$ cat config.mk
export PLATFORM = sky130hd
export DESIGN_NAME = tp_timing_gen_flat
export DESIGN_NICKNAME = d
export VERILOG_FILES = /design/src/rtl/tp_timing_gen_pkg.sv /design/src/rtl/tp_timing_gen_if.sv /design/src/rtl/tp_timing_gen_axis_ctr.sv /design/src/rtl/tp_timing_gen.sv /design/src/flat_wrapper.sv
export SDC_FILE = /design/constraint.sdc
export NUM_CORES = 1
export LEC_CHECK = 0
export CORE_MARGIN = 1.5
export CORE_UTILIZATION = 30
export CTS_CLUSTER_SIZE = 25
export DETAILED_ROUTE_END_ITERATION = 16
export PLACE_DENSITY = 0.45
export SYNTH_ARGS = -nofsm -noshare
export SYNTH_HDL_FRONTEND = slang
export SYNTH_HIERARCHICAL = 1
export SYNTH_SLANG_ARGS = --single-unit
$ cat constraint.sdc
create_clock -name CK -period 9.1 [get_ports CK]
set_input_delay 2.73 -clock CK [delete_from_list [all_inputs] [get_ports CK]]
set_output_delay 2.73 -clock CK [all_outputs]
set_load 0.02 [all_outputs]
$ cat src/rtl/tp_timing_gen_pkg.sv
// Shared types and constants for the test-pattern timing generator:
// pattern modes, the timing record, reset defaults and the colour-bar table.
package tp_pkg;

  localparam int TP_CW = 16;

  localparam int DEF_HSYNC_LEN    = 62;
  localparam int DEF_H_POST_AMBLE = 60;
  localparam int DEF_H_SIZE       = 720;
  localparam int DEF_H_PRE_AMBLE  = 16;
  localparam int DEF_VSYNC_LEN    = 6;
  localparam int DEF_V_POST_AMBLE = 30;
  localparam int DEF_V_SIZE       = 480;
  localparam int DEF_V_PRE_AMBLE  = 9;

  typedef enum logic [2:0] {
    MODE_RAMP    = 3'd0,
    MODE_BARS    = 3'd1,
    MODE_CHECKER = 3'd2,
    MODE_GREY    = 3'd3,
    MODE_XHATCH  = 3'd4
  } mode_e;

  // Field order matches the CFG_H_i / CFG_V_i bus layout {pre, size, post, sync}.
  typedef struct packed {
    logic [TP_CW-1:0] pre;
    logic [TP_CW-1:0] size;
    logic [TP_CW-1:0] post;
    logic [TP_CW-1:0] sync;
  } timing_t;

  // {R, G, B} on/off for bars white, yellow, cyan, green, magenta, red, blue, black.
  function automatic logic [2:0] bar_rgb(input logic [2:0] idx);
    logic [2:0] rgb;
    case (idx)
      3'd0:    rgb = 3'b111;
      3'd1:    rgb = 3'b110;
      3'd2:    rgb = 3'b011;
      3'd3:    rgb = 3'b010;
      3'd4:    rgb = 3'b101;
      3'd5:    rgb = 3'b100;
      3'd6:    rgb = 3'b001;
      default: rgb = 3'b000;
    endcase
    return rgb;
  endfunction

endpackage

$ cat src/rtl/tp_timing_gen_if.sv
// Configuration, pattern and timing-flag bundle of the pattern generator.
interface tp_timing_gen_if #(
  parameter int C_DW = 8,
  parameter int C_CW = 16,
  parameter int C_FW = 8
);
  logic              CKE_i;
  logic              CFG_WE_i;
  logic [4*C_CW-1:0] CFG_H_i;
  logic [4*C_CW-1:0] CFG_V_i;
  logic [2:0]        MODE_i;
  logic              CFG_PEND_o;
  logic [C_DW-1:0]   QQ_R_o;
  logic [C_DW-1:0]   QQ_G_o;
  logic [C_DW-1:0]   QQ_B_o;
  logic              DEN_o;
  logic              HD_o;
  logic              VD_o;
  logic              XH_BLANK_o;
  logic              XV_BLANK_o;
  logic              FS_o;
  logic [C_CW-1:0]   H_CTR_o;
  logic [C_CW-1:0]   V_CTR_o;
  logic [C_FW-1:0]   F_CTR_o;

  modport slave (
    input  CKE_i, CFG_WE_i, CFG_H_i, CFG_V_i, MODE_i,
    output CFG_PEND_o, QQ_R_o, QQ_G_o, QQ_B_o, DEN_o, HD_o, VD_o,
           XH_BLANK_o, XV_BLANK_o, FS_o, H_CTR_o, V_CTR_o, F_CTR_o
  );

  modport master (
    output CKE_i, CFG_WE_i, CFG_H_i, CFG_V_i, MODE_i,
    input  CFG_PEND_o, QQ_R_o, QQ_G_o, QQ_B_o, DEN_o, HD_o, VD_o,
           XH_BLANK_o, XV_BLANK_o, FS_o, H_CTR_o, V_CTR_o, F_CTR_o
  );
endinterface

$ cat src/rtl/tp_timing_gen_axis_ctr.sv
// One raster axis: counter with wrap, sync-active and window-valid decode.
module tp_axis_ctr
  import tp_pkg::*;
(
  input  logic             CK,
  input  logic             SR,
  input  logic             i_en,
  input  logic             i_inc,
  input  timing_t          i_tim,
  output logic [TP_CW-1:0] o_ctr,
  output logic             o_wrap,
  output logic             o_sync,
  output logic             o_vld,
  output logic [TP_CW-1:0] o_pos
);

  logic [TP_CW-1:0] r_ctr;
  logic [TP_CW+1:0] w_start;
  logic [TP_CW+1:0] w_end;
  logic [TP_CW+1:0] w_tot;
  logic [TP_CW+1:0] w_ctr_x;
  logic             w_last;

  // Two guard bits keep the field sums from overflowing.
  assign w_start = {2'b00, i_tim.sync} + {2'b00, i_tim.post};
  assign w_end   = w_start + {2'b00, i_tim.size};
  assign w_tot   = w_end + {2'b00, i_tim.pre};
  assign w_ctr_x = {2'b00, r_ctr};

  // >= rather than == lets a shrunken total recover in one step.
  assign w_last = (w_ctr_x + (TP_CW+2)'(1)) >= w_tot;
  assign o_wrap = i_en & i_inc & w_last;
  assign o_sync = r_ctr < i_tim.sync;
  assign o_vld  = (w_ctr_x >= w_start) && (w_ctr_x < w_end);
  assign o_pos  = r_ctr - w_start[TP_CW-1:0];
  assign o_ctr  = r_ctr;

  // NOTE: sequential state uses non-blocking assignment so every register
  // samples pre-edge values regardless of block ordering.
  always_ff @(posedge CK) begin
    if (SR) begin
      r_ctr <= '0;
    end else if (i_en && i_inc) begin
      r_ctr <= w_last ? '0 : r_ctr + TP_CW'(1);
    end
  end

endmodule

$ cat src/rtl/tp_timing_gen.sv
// Programmable HD/VD/DEN timing generator with selectable RGB test patterns.
// New timing is shadowed and swapped in only at the frame boundary.
module tp_timing_gen
  import tp_pkg::*;
#(
  parameter int C_DW             = 8,
  parameter int C_CW             = TP_CW,  // must equal TP_CW
  parameter int C_FW             = 8,
  parameter int C_HSYNC_LEN      = DEF_HSYNC_LEN,
  parameter int C_H_POST_AMBLE   = DEF_H_POST_AMBLE,
  parameter int C_H_SIZE         = DEF_H_SIZE,
  parameter int C_H_PRE_AMBLE    = DEF_H_PRE_AMBLE,
  parameter int C_VSYNC_LEN      = DEF_VSYNC_LEN,
  parameter int C_V_POST_AMBLE   = DEF_V_POST_AMBLE,
  parameter int C_V_SIZE         = DEF_V_SIZE,
  parameter int C_V_PRE_AMBLE    = DEF_V_PRE_AMBLE,
  parameter bit C_HD_POL         = 1'b1,
  parameter bit C_VD_POL         = 1'b1,
  parameter int C_CHK_LOG2       = 4
) (
  input logic            CK,
  input logic            SR,
  tp_timing_gen_if.slave bus
);

  localparam timing_t H_RST = '{pre: TP_CW'(C_H_PRE_AMBLE), size: TP_CW'(C_H_SIZE),
                                post: TP_CW'(C_H_POST_AMBLE), sync: TP_CW'(C_HSYNC_LEN)};
  localparam timing_t V_RST = '{pre: TP_CW'(C_V_PRE_AMBLE), size: TP_CW'(C_V_SIZE),
                                post: TP_CW'(C_V_POST_AMBLE), sync: TP_CW'(C_VSYNC_LEN)};
  localparam logic [C_DW-1:0] FULL = '1;

  timing_t          r_act_h, r_act_v, r_shd_h, r_shd_v;
  logic             r_pend;
  mode_e            r_mode;
  logic [C_FW-1:0]  r_f;
  logic [TP_CW-1:0] r_bar_sub;
  logic [2:0]       r_bar_idx;
  logic             r_hd, r_vd, r_xh, r_xv, r_den, r_fs;
  logic [C_DW-1:0]  r_r, r_g, r_b;

  logic [TP_CW-1:0] w_h_ctr, w_h_pos, w_v_ctr, w_v_pos, w_bar_w;
  logic             w_h_wrap, w_h_sync, w_h_vld;
  logic             w_frame_wrap, w_v_sync, w_v_vld;
  logic [C_DW-1:0]  w_x, w_y, w_f, w_r, w_g, w_b;
  logic [2:0]       w_bar;

  tp_axis_ctr u_h (
    .CK(CK), .SR(SR), .i_en(bus.CKE_i), .i_inc(1'b1), .i_tim(r_act_h),
    .o_ctr(w_h_ctr), .o_wrap(w_h_wrap), .o_sync(w_h_sync), .o_vld(w_h_vld), .o_pos(w_h_pos)
  );

  // The V axis steps on the H wrap, so its wrap is the frame wrap.
  tp_axis_ctr u_v (
    .CK(CK), .SR(SR), .i_en(bus.CKE_i), .i_inc(w_h_wrap), .i_tim(r_act_v),
    .o_ctr(w_v_ctr), .o_wrap(w_frame_wrap), .o_sync(w_v_sync), .o_vld(w_v_vld), .o_pos(w_v_pos)
  );

  // Shadow capture is CKE-independent; a coincident write re-arms PEND.
  always_ff @(posedge CK) begin
    if (SR) begin
      r_act_h <= H_RST;
      r_act_v <= V_RST;
      r_shd_h <= H_RST;
      r_shd_v <= V_RST;
      r_pend  <= 1'b0;
      r_mode  <= MODE_RAMP;
      r_f     <= '0;
    end else begin
      if (w_frame_wrap) begin
        r_mode <= mode_e'(bus.MODE_i);
        r_f    <= r_f + C_FW'(1);
        if (r_pend) begin
          r_act_h <= r_shd_h;
          r_act_v <= r_shd_v;
        end
      end
      if (bus.CFG_WE_i) begin
        r_shd_h <= timing_t'(bus.CFG_H_i);
        r_shd_v <= timing_t'(bus.CFG_V_i);
      end
      r_pend <= bus.CFG_WE_i | (r_pend & ~w_frame_wrap);
    end
  end

  // Bar state tracks the pixel currently addressed by the H counter.
  assign w_bar_w = r_act_h.size >> 3;

  always_ff @(posedge CK) begin
    if (SR) begin
      r_bar_sub <= '0;
      r_bar_idx <= '0;
    end else if (bus.CKE_i) begin
      if (w_h_wrap || !w_h_vld) begin
        r_bar_sub <= '0;
        r_bar_idx <= '0;
      end else if (r_bar_sub + TP_CW'(1) == w_bar_w) begin
        r_bar_sub <= '0;
        if (r_bar_idx != 3'd7) r_bar_idx <= r_bar_idx + 3'd1;
      end else begin
        r_bar_sub <= r_bar_sub + TP_CW'(1);
      end
    end
  end

  assign w_x   = C_DW'(w_h_pos);
  assign w_y   = C_DW'(w_v_pos);
  assign w_f   = C_DW'(r_f);
  assign w_bar = bar_rgb(r_bar_idx);

  // NOTE: every always_comb output gets a default first so no path infers a latch.
  always_comb begin
    w_r = '0;
    w_g = '0;
    w_b = '0;
    case (r_mode)
      MODE_RAMP: begin
        w_r = w_x + w_f;
        w_g = w_y + w_f;
        w_b = w_x + w_y - w_f;
      end
      MODE_BARS: begin
        if (w_bar_w != '0) begin
          w_r = w_bar[2] ? FULL : '0;
          w_g = w_bar[1] ? FULL : '0;
          w_b = w_bar[0] ? FULL : '0;
        end
      end
      MODE_CHECKER: begin
        if (w_h_pos[C_CHK_LOG2] ^ w_v_pos[C_CHK_LOG2]) begin
          w_r = FULL; w_g = FULL; w_b = FULL;
        end
      end
      MODE_GREY: begin
        w_r = {1'b1, {(C_DW-1){1'b0}}};
        w_g = {1'b1, {(C_DW-1){1'b0}}};
        w_b = {1'b1, {(C_DW-1){1'b0}}};
      end
      MODE_XHATCH: begin
        if (w_h_pos[C_CHK_LOG2-1:0] == '0 || w_v_pos[C_CHK_LOG2-1:0] == '0) begin
          w_r = FULL; w_g = FULL; w_b = FULL;
        end
      end
      default: ;
    endcase
  end

  always_ff @(posedge CK) begin
    if (SR) begin
      r_hd  <= ~C_HD_POL;
      r_vd  <= ~C_VD_POL;
      r_xh  <= 1'b0;
      r_xv  <= 1'b0;
      r_den <= 1'b0;
      r_fs  <= 1'b0;
      r_r   <= '0;
      r_g   <= '0;
      r_b   <= '0;
    end else if (bus.CKE_i) begin
      r_hd  <= w_h_sync ? C_HD_POL : ~C_HD_POL;
      r_vd  <= w_v_sync ? C_VD_POL : ~C_VD_POL;
      r_xh  <= w_h_vld;
      r_xv  <= w_v_vld;
      r_den <= w_h_vld & w_v_vld;
      r_fs  <= (w_h_ctr == '0) && (w_v_ctr == '0);
      r_r   <= (w_h_vld & w_v_vld) ? w_r : '0;
      r_g   <= (w_h_vld & w_v_vld) ? w_g : '0;
      r_b   <= (w_h_vld & w_v_vld) ? w_b : '0;
    end
  end

  assign bus.CFG_PEND_o = r_pend;
  assign bus.QQ_R_o     = r_r;
  assign bus.QQ_G_o     = r_g;
  assign bus.QQ_B_o     = r_b;
  assign bus.DEN_o      = r_den;
  assign bus.HD_o       = r_hd;
  assign bus.VD_o       = r_vd;
  assign bus.XH_BLANK_o = r_xh;
  assign bus.XV_BLANK_o = r_xv;
  assign bus.FS_o       = r_fs;
  assign bus.H_CTR_o    = C_CW'(w_h_ctr);
  assign bus.V_CTR_o    = C_CW'(w_v_ctr);
  assign bus.F_CTR_o    = r_f;

endmodule

$ cat src/flat_wrapper.sv
// flat-port wrapper written by rule: the top's interface ports become plain ports
module tp_timing_gen_flat import tp_pkg::*;
#(
  parameter int C_DW             = 8,
  parameter int C_CW             = TP_CW,                     
  parameter int C_FW             = 8,
  parameter int C_HSYNC_LEN      = DEF_HSYNC_LEN,
  parameter int C_H_POST_AMBLE   = DEF_H_POST_AMBLE,
  parameter int C_H_SIZE         = DEF_H_SIZE,
  parameter int C_H_PRE_AMBLE    = DEF_H_PRE_AMBLE,
  parameter int C_VSYNC_LEN      = DEF_VSYNC_LEN,
  parameter int C_V_POST_AMBLE   = DEF_V_POST_AMBLE,
  parameter int C_V_SIZE         = DEF_V_SIZE,
  parameter int C_V_PRE_AMBLE    = DEF_V_PRE_AMBLE,
  parameter bit C_HD_POL         = 1'b1,
  parameter bit C_VD_POL         = 1'b1,
  parameter int C_CHK_LOG2       = 4
)
  (CK, SR, bus_CKE_i, bus_CFG_WE_i, bus_CFG_H_i, bus_CFG_V_i, bus_MODE_i, bus_CFG_PEND_o, bus_QQ_R_o, bus_QQ_G_o, bus_QQ_B_o, bus_DEN_o, bus_HD_o, bus_VD_o, bus_XH_BLANK_o, bus_XV_BLANK_o, bus_FS_o, bus_H_CTR_o, bus_V_CTR_o, bus_F_CTR_o);
  tp_timing_gen_if #(.C_DW(C_DW), .C_CW(C_CW), .C_FW(C_FW)) bus_i ();
  input logic CK;
  input logic SR;
  input wire logic [$bits(bus_i.CKE_i)-1:0] bus_CKE_i;
  input wire logic [$bits(bus_i.CFG_WE_i)-1:0] bus_CFG_WE_i;
  input wire logic [$bits(bus_i.CFG_H_i)-1:0] bus_CFG_H_i;
  input wire logic [$bits(bus_i.CFG_V_i)-1:0] bus_CFG_V_i;
  input wire logic [$bits(bus_i.MODE_i)-1:0] bus_MODE_i;
  output wire logic [$bits(bus_i.CFG_PEND_o)-1:0] bus_CFG_PEND_o;
  output wire logic [$bits(bus_i.QQ_R_o)-1:0] bus_QQ_R_o;
  output wire logic [$bits(bus_i.QQ_G_o)-1:0] bus_QQ_G_o;
  output wire logic [$bits(bus_i.QQ_B_o)-1:0] bus_QQ_B_o;
  output wire logic [$bits(bus_i.DEN_o)-1:0] bus_DEN_o;
  output wire logic [$bits(bus_i.HD_o)-1:0] bus_HD_o;
  output wire logic [$bits(bus_i.VD_o)-1:0] bus_VD_o;
  output wire logic [$bits(bus_i.XH_BLANK_o)-1:0] bus_XH_BLANK_o;
  output wire logic [$bits(bus_i.XV_BLANK_o)-1:0] bus_XV_BLANK_o;
  output wire logic [$bits(bus_i.FS_o)-1:0] bus_FS_o;
  output wire logic [$bits(bus_i.H_CTR_o)-1:0] bus_H_CTR_o;
  output wire logic [$bits(bus_i.V_CTR_o)-1:0] bus_V_CTR_o;
  output wire logic [$bits(bus_i.F_CTR_o)-1:0] bus_F_CTR_o;
  assign bus_i.CKE_i = bus_CKE_i;
  assign bus_i.CFG_WE_i = bus_CFG_WE_i;
  assign bus_i.CFG_H_i = bus_CFG_H_i;
  assign bus_i.CFG_V_i = bus_CFG_V_i;
  assign bus_i.MODE_i = bus_MODE_i;
  assign bus_CFG_PEND_o = bus_i.CFG_PEND_o;
  assign bus_QQ_R_o = bus_i.QQ_R_o;
  assign bus_QQ_G_o = bus_i.QQ_G_o;
  assign bus_QQ_B_o = bus_i.QQ_B_o;
  assign bus_DEN_o = bus_i.DEN_o;
  assign bus_HD_o = bus_i.HD_o;
  assign bus_VD_o = bus_i.VD_o;
  assign bus_XH_BLANK_o = bus_i.XH_BLANK_o;
  assign bus_XV_BLANK_o = bus_i.XV_BLANK_o;
  assign bus_FS_o = bus_i.FS_o;
  assign bus_H_CTR_o = bus_i.H_CTR_o;
  assign bus_V_CTR_o = bus_i.V_CTR_o;
  assign bus_F_CTR_o = bus_i.F_CTR_o;
  tp_timing_gen #(.C_DW(C_DW), .C_CW(C_CW), .C_FW(C_FW), .C_HSYNC_LEN(C_HSYNC_LEN), .C_H_POST_AMBLE(C_H_POST_AMBLE), .C_H_SIZE(C_H_SIZE), .C_H_PRE_AMBLE(C_H_PRE_AMBLE), .C_VSYNC_LEN(C_VSYNC_LEN), .C_V_POST_AMBLE(C_V_POST_AMBLE), .C_V_SIZE(C_V_SIZE), .C_V_PRE_AMBLE(C_V_PRE_AMBLE), .C_HD_POL(C_HD_POL), .C_VD_POL(C_VD_POL), .C_CHK_LOG2(C_CHK_LOG2)) u_core (.CK(CK), .SR(SR), .bus(bus_i));
endmodule
==> results of run 1 <==
-- power by group through the flow --
stage	sequential (W)	combinational, W	clock (W)
after floorplan	0.00161	0.000103	0
after global placement	0.00163	0.000198	0
after detailed placement	0.00162	0.000200	0
after CTS	0.00159	0.000201	0.00184
after global routing	0.00159	0.000216	0.00190
final	0.00159	0.000198	0.00178
-- metal layers --
layer	GRT usage [%]	share of wire, %	vias up
met4	5.60	2.4	0
li1	-	-	9903
met2	31.3	45	351
met5	0	0	-
met3	2.19	3.3	91
met1	26.2	49	9371
-- metrics by stage --
| step | power [W] | hold WS (ns) | worst slack (ns) |
|---|---|---|---|
| 2_1_floorplan | 0.00172 | 0.429 | 1.86 |
| 3_3_place_gp | 0.00182 | 0.441 | 1.33 |
| 3_5_place_dp | 0.00182 | 0.443 | 1.11 |
| 4_1_cts | 0.00363 | 0.453 | 1.08 |
| 5_1_grt | 0.00371 | 0.463 | 0.342 |
| 6_report | 0.00357 | 0.450 | 1.06 |
-- worst min-delay path, stage by stage, from the launching register on --
cell	delay, ns
dfxtp_1	0.31
nand2_1	0.05
a21oi_1	0.05
-- cell type report --
type,instances,area [um2]
Antenna cell,1,2.50
Clock buffer,58,1250
Clock inverter,19,230
Fill cell,7860,48400
Inverter,174,653
Multi-Input combinational cell,2127,14900
Sequential cell,349,6990
Tap cell,978,1220
Timing Repair Buffer,225,2230
-- flip-flops by register name, indices dropped and copies added (netlist names), 16 cells and up --
signal,count
u_core/r_act_h,64
u_core/r_act_v,64
u_core/r_shd_h,64
u_core/r_shd_v,64
u_core/r_bar_sub,16
u_core/u_h/o_ctr,16
u_core/u_v/o_ctr,16
-- layout by cell type, fill, tap and decap left out, drive strengths merged, types with 18 or more instances in the layout --
cell and n:
a211o 30, a21o 56, a21oi 238, and3 19, buf 22, clkbuf 58, clkdlybuf4s50 203, dfxtp 349
ha 266, inv 177, mux2i 109, nand2 376, nand2b 24, nand3 42, nand3b 29, nand4 28
nor2 226, nor2b 51, nor3 69, nor4 22, o21a 30, o21ai 84, o21bai 18, xnor2 110
xor2 93
-- worst paths after layout --
| path | start | to | cells after the start |
|---|---|---|---|
| max reg2reg | u_core/r_act_h[0] | u_core/r_act_v[62] | 34 |
| max | u_core/r_act_h[0] | u_core/r_act_v[62] | 34 |
| min | u_core/r_shd_h[27] | u_core/r_act_h[27] | 2 |
| min reg2reg | u_core/r_shd_h[27] | u_core/r_act_h[27] | 2 |
==> impl_results.md, run 1 <==
* DR WL/cell at 19.3 um
* Die width at 280 um
* Setup-failing EPs final at 0
* RSZ-0062 raised after global routing: false
* Initial antenna violation count at 0
* Hold WC Path Type: reg -> reg
* Final TNS setup at 0 ns
* Slowest CP cell: and2_4
* Remaining DRCs at 0
* CP dominant cell by count: ha_1
* Cell family with most CP delay: compound AO/OA/AOI/OAI gates
* Final worst path period need at 8.04 ns
* Area Overhead vs Synth at 19.8%
* Post-cts resize count at 0
* Nets@finish at 3338
* Total GRT Usage at 19.1%
* Io pins at about 210
* Post-layout util at 36.2%
* Dpl hpwl at 58600 um
* Clk pwr share at 49.9%
* Worst-Margin Slew at 1.09 ns
* Die area at 78100 um2
* Final period utilization at 88.4%
* Clk_lat worst skew at 0.58 ns
* Die Y at approximately 280 um
* 1st-iter DRT viols at 1050
* Vias in the first global route at 19600
* Non-Filler Instances at 3931
* Reg power frac at between 40% and 50%
* Cell-internal power at 0.00273 W
* Status: finished, final reports clean
* WP buf/inv at 2
* Setup Crit Path Kind: reg -> reg
* Net Sw Frac at roughly a quarter
* Final ANT Viol Nets at 0
* Hold Fails Final Rpt at 0
* Area after DPL at around 26000 um2
* Syn avg cell area at 8.33 um2
* DR pass1 iterations at 5
* Root Buffer: clkbuf_16
* WP data arrival at 8.54 ns
* H-tree level count at 2
* Core area at approximately 76000 um2
* Dpl cells at ~3900
* Max FO, Critical Path at 45
* Clock-pin transition on the worst setup and hold timing paths at 0.06 ns
* GPL Wtd Cong at a little under 0.9
* VDD IR max at 0.000132 V
* CTS sink count at 349
* Final WL at 75700 um
* CP Capture Type: flop
* Largest net degree at the start of global routing at 104
* CTS Buffer Depth at 3
* Row cnt at 101
* Fmax at approximately 0.12 GHz
* Reg2Reg Setup Slack at 1.06 ns
* Ys Warns at 6
* Initial Util at 30.3%
* Gate power share at 5.5%
* Share of layout cells above drive strength 1 at 5.22%
* CTS tree: done
* Post CTS Setup Buffer Count at 0
* Cells after Synth at 2753
* Final Instance Area at 27500 um2
* Max Slew Vio Count at 0
* Startpoint types: flop
* Mapped Area at ~23000 um2
* PD cells at approximately 130 nW/um2
* CTS buffer count at 43
* Global route overflow at 0
* Max incr delay on CP at 0.60 ns
* Relative slew margins at a little over a quarter
* Via density per instance at 5.02
* Setup Skew at 0.0118 ns
* Data required, critical path at 9.60 ns
* Hold buffer count at CTS at 0
* Port Buffers at 205
* P_sw at around 0.00084 W
* Max_cap viols at 0
* Via count at 19700
* Leak at ~12 nW
* First-pass GRT wire length at 116000 um
(Power assumes the default switching activity.)
==> run 2, diff against run 1 <==
- CORE_MARGIN: 1.5 -> 3
- SLEW_MARGIN: unset -> 20
==> run 2 against run 1 <==
Die area grew 2.2%. Non-clock buffer count shrank 1. Register-to-register slack gained 0.05 ns. Largest power group unchanged. Highest routed layer unchanged.
==> impl_results.md, run 2 (same netlist as run 1, synthesis figures left out) <==
* Status: finished, final reports clean (unchanged)
* Max incr delay on CP at 0.63 ns (was 0.60 ns)
* Non-Filler Instances at 3918 (was 3931)
* Area Overhead vs Synth at 19.2% (was 19.8%)
* Clk pwr share at 48.5% (was 49.9%)
* Clock-pin transition on the worst setup and hold timing paths at 0.06 ns (about the same)
* VDD IR max at 0.000114 V (was 0.000132 V)
* DR WL/cell at 19.3 um (about the same)
* Overall power at 0.00347 W (was 0.00357 W)
* Cell-internal power at 0.00266 W (was 0.00273 W)
* Initial antenna violation count at 0 (unchanged)
* Slowest CP cell: and2_4 (unchanged)
* Net Sw Frac at 23.3% (was 23.6%)
* Hold Fails Final Rpt at 0 (unchanged)
* Die area at 79800 um2 (was 78100 um2)
* Max FO, Critical Path at 59 (was 45)
* Fmax at 0.125 GHz (was 0.124 GHz)
* Final worst path period need at 7.99 ns (was 8.04 ns)
* CTS sink count at 349 (unchanged)
* Gate power share at 5.7% (was 5.5%)
* Die Y at 283 um (was 280 um)
* Post-cts resize count at 0 (unchanged)
* Worst hold margin at 0.451 ns (was 0.450 ns)
* Nets@finish at 3336 (was 3338)
* Worst r2r src: u_core/r_act_h[0] (unchanged)
* CP Capture Type: flop (unchanged)
* Die width at 283 um (was 280 um)
* Worst Setup SP: u_core/r_act_h[0] (unchanged)
* Setup Crit Path Kind: reg -> reg (unchanged)
* Row cnt at 100 (was 101)
* First-pass GRT wire length at 116000 um (about the same)
* Most frequent cells in the layout: 375 x nand2_1, 349 x dfxtp_1, 266 x ha_1 (unchanged)
* Final ANT Viol Nets at 0 (unchanged)
* CTS tree: done (unchanged)
* Startpoint types: flop (unchanged)
* Io pins at 206 (unchanged)
* Relative slew margins at 29.4% (was 27.0%)
* Leak at 11.7 nW (was 11.8 nW)
* Hold WC Path Type: reg -> reg (unchanged)
* DR pass1 iterations at 5 (unchanged)
* Clk_lat worst skew at 0.59 ns (was 0.58 ns)
* P_sw at 0.000808 W (was 0.000845 W)
* Commonest non-fill, non-tap cell in the layout: nand2_1 (unchanged)
* Worst setup margin at 1.11 ns (was 1.06 ns)
* H-tree level count at 2 (unchanged)
* Global route overflow at 0 (unchanged)
* CP dominant cell by count: ha_1 (unchanged)
* Post CTS Setup Buffer Count at 0 (unchanged)
* Port Buffers at 205 (unchanged)
* Cell family with most CP delay: compound AO/OA/AOI/OAI gates (unchanged)
* Root Buffer: clkbuf_16 (unchanged)
* Dpl cells at 3843 (was 3853)
* Core area at 75100 um2 (was 75800 um2)
* 1st-iter DRT viols at 1293 (was 1050)
* Via density per instance at 5.04 (was 5.02)
* Via count at 19700 (about the same)
* Antenna cells at 0 (was 1)
* Final WL at 75700 um (about the same)
* Post-place setup slack at 1.13 ns (was 1.11 ns)
* Final period utilization at 87.8% (was 88.4%)
* Max_cap viols at 0 (unchanged)
* Remaining DRCs at 0 (unchanged)
* Hold buffer count at CTS at 0 (unchanged)
* Total GRT Usage at 18.7% (was 19.1%)
* WP buf/inv at 2 (unchanged)
* Dpl hpwl at 58900 um (was 58600 um)
* PD cells at 127 nW/um2 (was 130 nW/um2)
* Hold_sp: u_core/r_shd_h[28] (was u_core/r_shd_h[27])
* RSZ-0062 raised after global routing: false (unchanged)
* CTS Buffer Depth at 3 (unchanged)
* Setup Skew at 0.0248 ns (was 0.0118 ns)
* Max Slew Vio Count at 0 (unchanged)
* Largest net degree at the start of global routing at 130 (was 104)
* CTS buffer count at 42 (was 43)
* Worst-Margin Slew at 1.05 ns (was 1.09 ns)
* Data required, critical path at 9.59 ns (was 9.60 ns)
* Initial Util at 30.6% (was 30.3%)
* Reg power frac at 45.8% (was 44.5%)
* Final TNS setup at 0 ns (unchanged)
* Vias in the first global route at 19400 (was 19600)
* WP data arrival at 8.48 ns (was 8.54 ns)
* Share of layout cells above drive strength 1 at 4.92% (was 5.22%)
* GPL Wtd Cong at 0.876 (was 0.880)
* Setup-failing EPs final at 0 (unchanged)
run 2: cell count changes in the layout (fill, tap and decap cells not counted), moves of 2 or more:
| cell | change |
|---|---|
| clkinv_8 | -2 |
| clkbuf_1 | +6 |
| clkinvlp_4 | -3 |
| bufinv_16 | -2 |
run 2: per-stage QoR:
step | utilization, % | cell area (um2)
after floorplan | - | 22900
after global placement | 34.6 | 26000
after detailed placement | 34.6 | 26000
after CTS | 36.4 | 27300
after global routing | 36.4 | 27300
final | 36.4 | 27300
run 2: cell type report:
type / count / area [um2]
timing repair buffer: 224 / 2210
inverter: 174 / 653
multi-input combinational: 2127 / 14900
fill: 7774 / 47700
clock buffer: 64 / 1270
tap: 969 / 1210
clock inverter: 11 / 109
sequential: 349 / 6990
run 2: layer usage:
layer	global-route usage (%)	share of wire (%)	routed length, um	up-vias
met5	0	0	0	-
met4	4.07	1.6	1200	0
met3	2.11	4.0	3040	71
met2	29.3	43	32800	413
met1	27.4	51	38700	9356
li1	-	-	-	9889
run 2: power groups by stage:
stage	clock network, W	logic, W	registers, W
final	0.00168	0.000196	0.00159
after CTS	0.00175	0.000200	0.00159
after detailed placement	0	0.000199	0.00162
after global routing	0.00181	0.000216	0.00160
after floorplan	0	0.000103	0.00161
after global placement	0	0.000197	0.00163
run 2: final timing paths:
path / end / slack, ns / cells past startpoint
worst max-delay path: u_core/r_act_h[59] / 1.11 / 34
worst min-delay path: u_core/r_act_h[28] / 0.45 / 2
worst max register to register: u_core/r_act_h[59] / 1.11 / 34
worst min register to register: u_core/r_act_h[28] / 0.45 / 2
run 2: worst reg2reg max path, delay by kind of cell (launching register included):
kind / cells / cell delay (ns)
and+or+nand+nor: 8 / 1.82
DFF: 1 / 0.35
xor gates and xnor gates: 2 / 0.41
buffers and inverters: 2 / 0.40
AOI/OAI and AO/OA: 17 / 3.34
adders and majority gates: 5 / 1.56
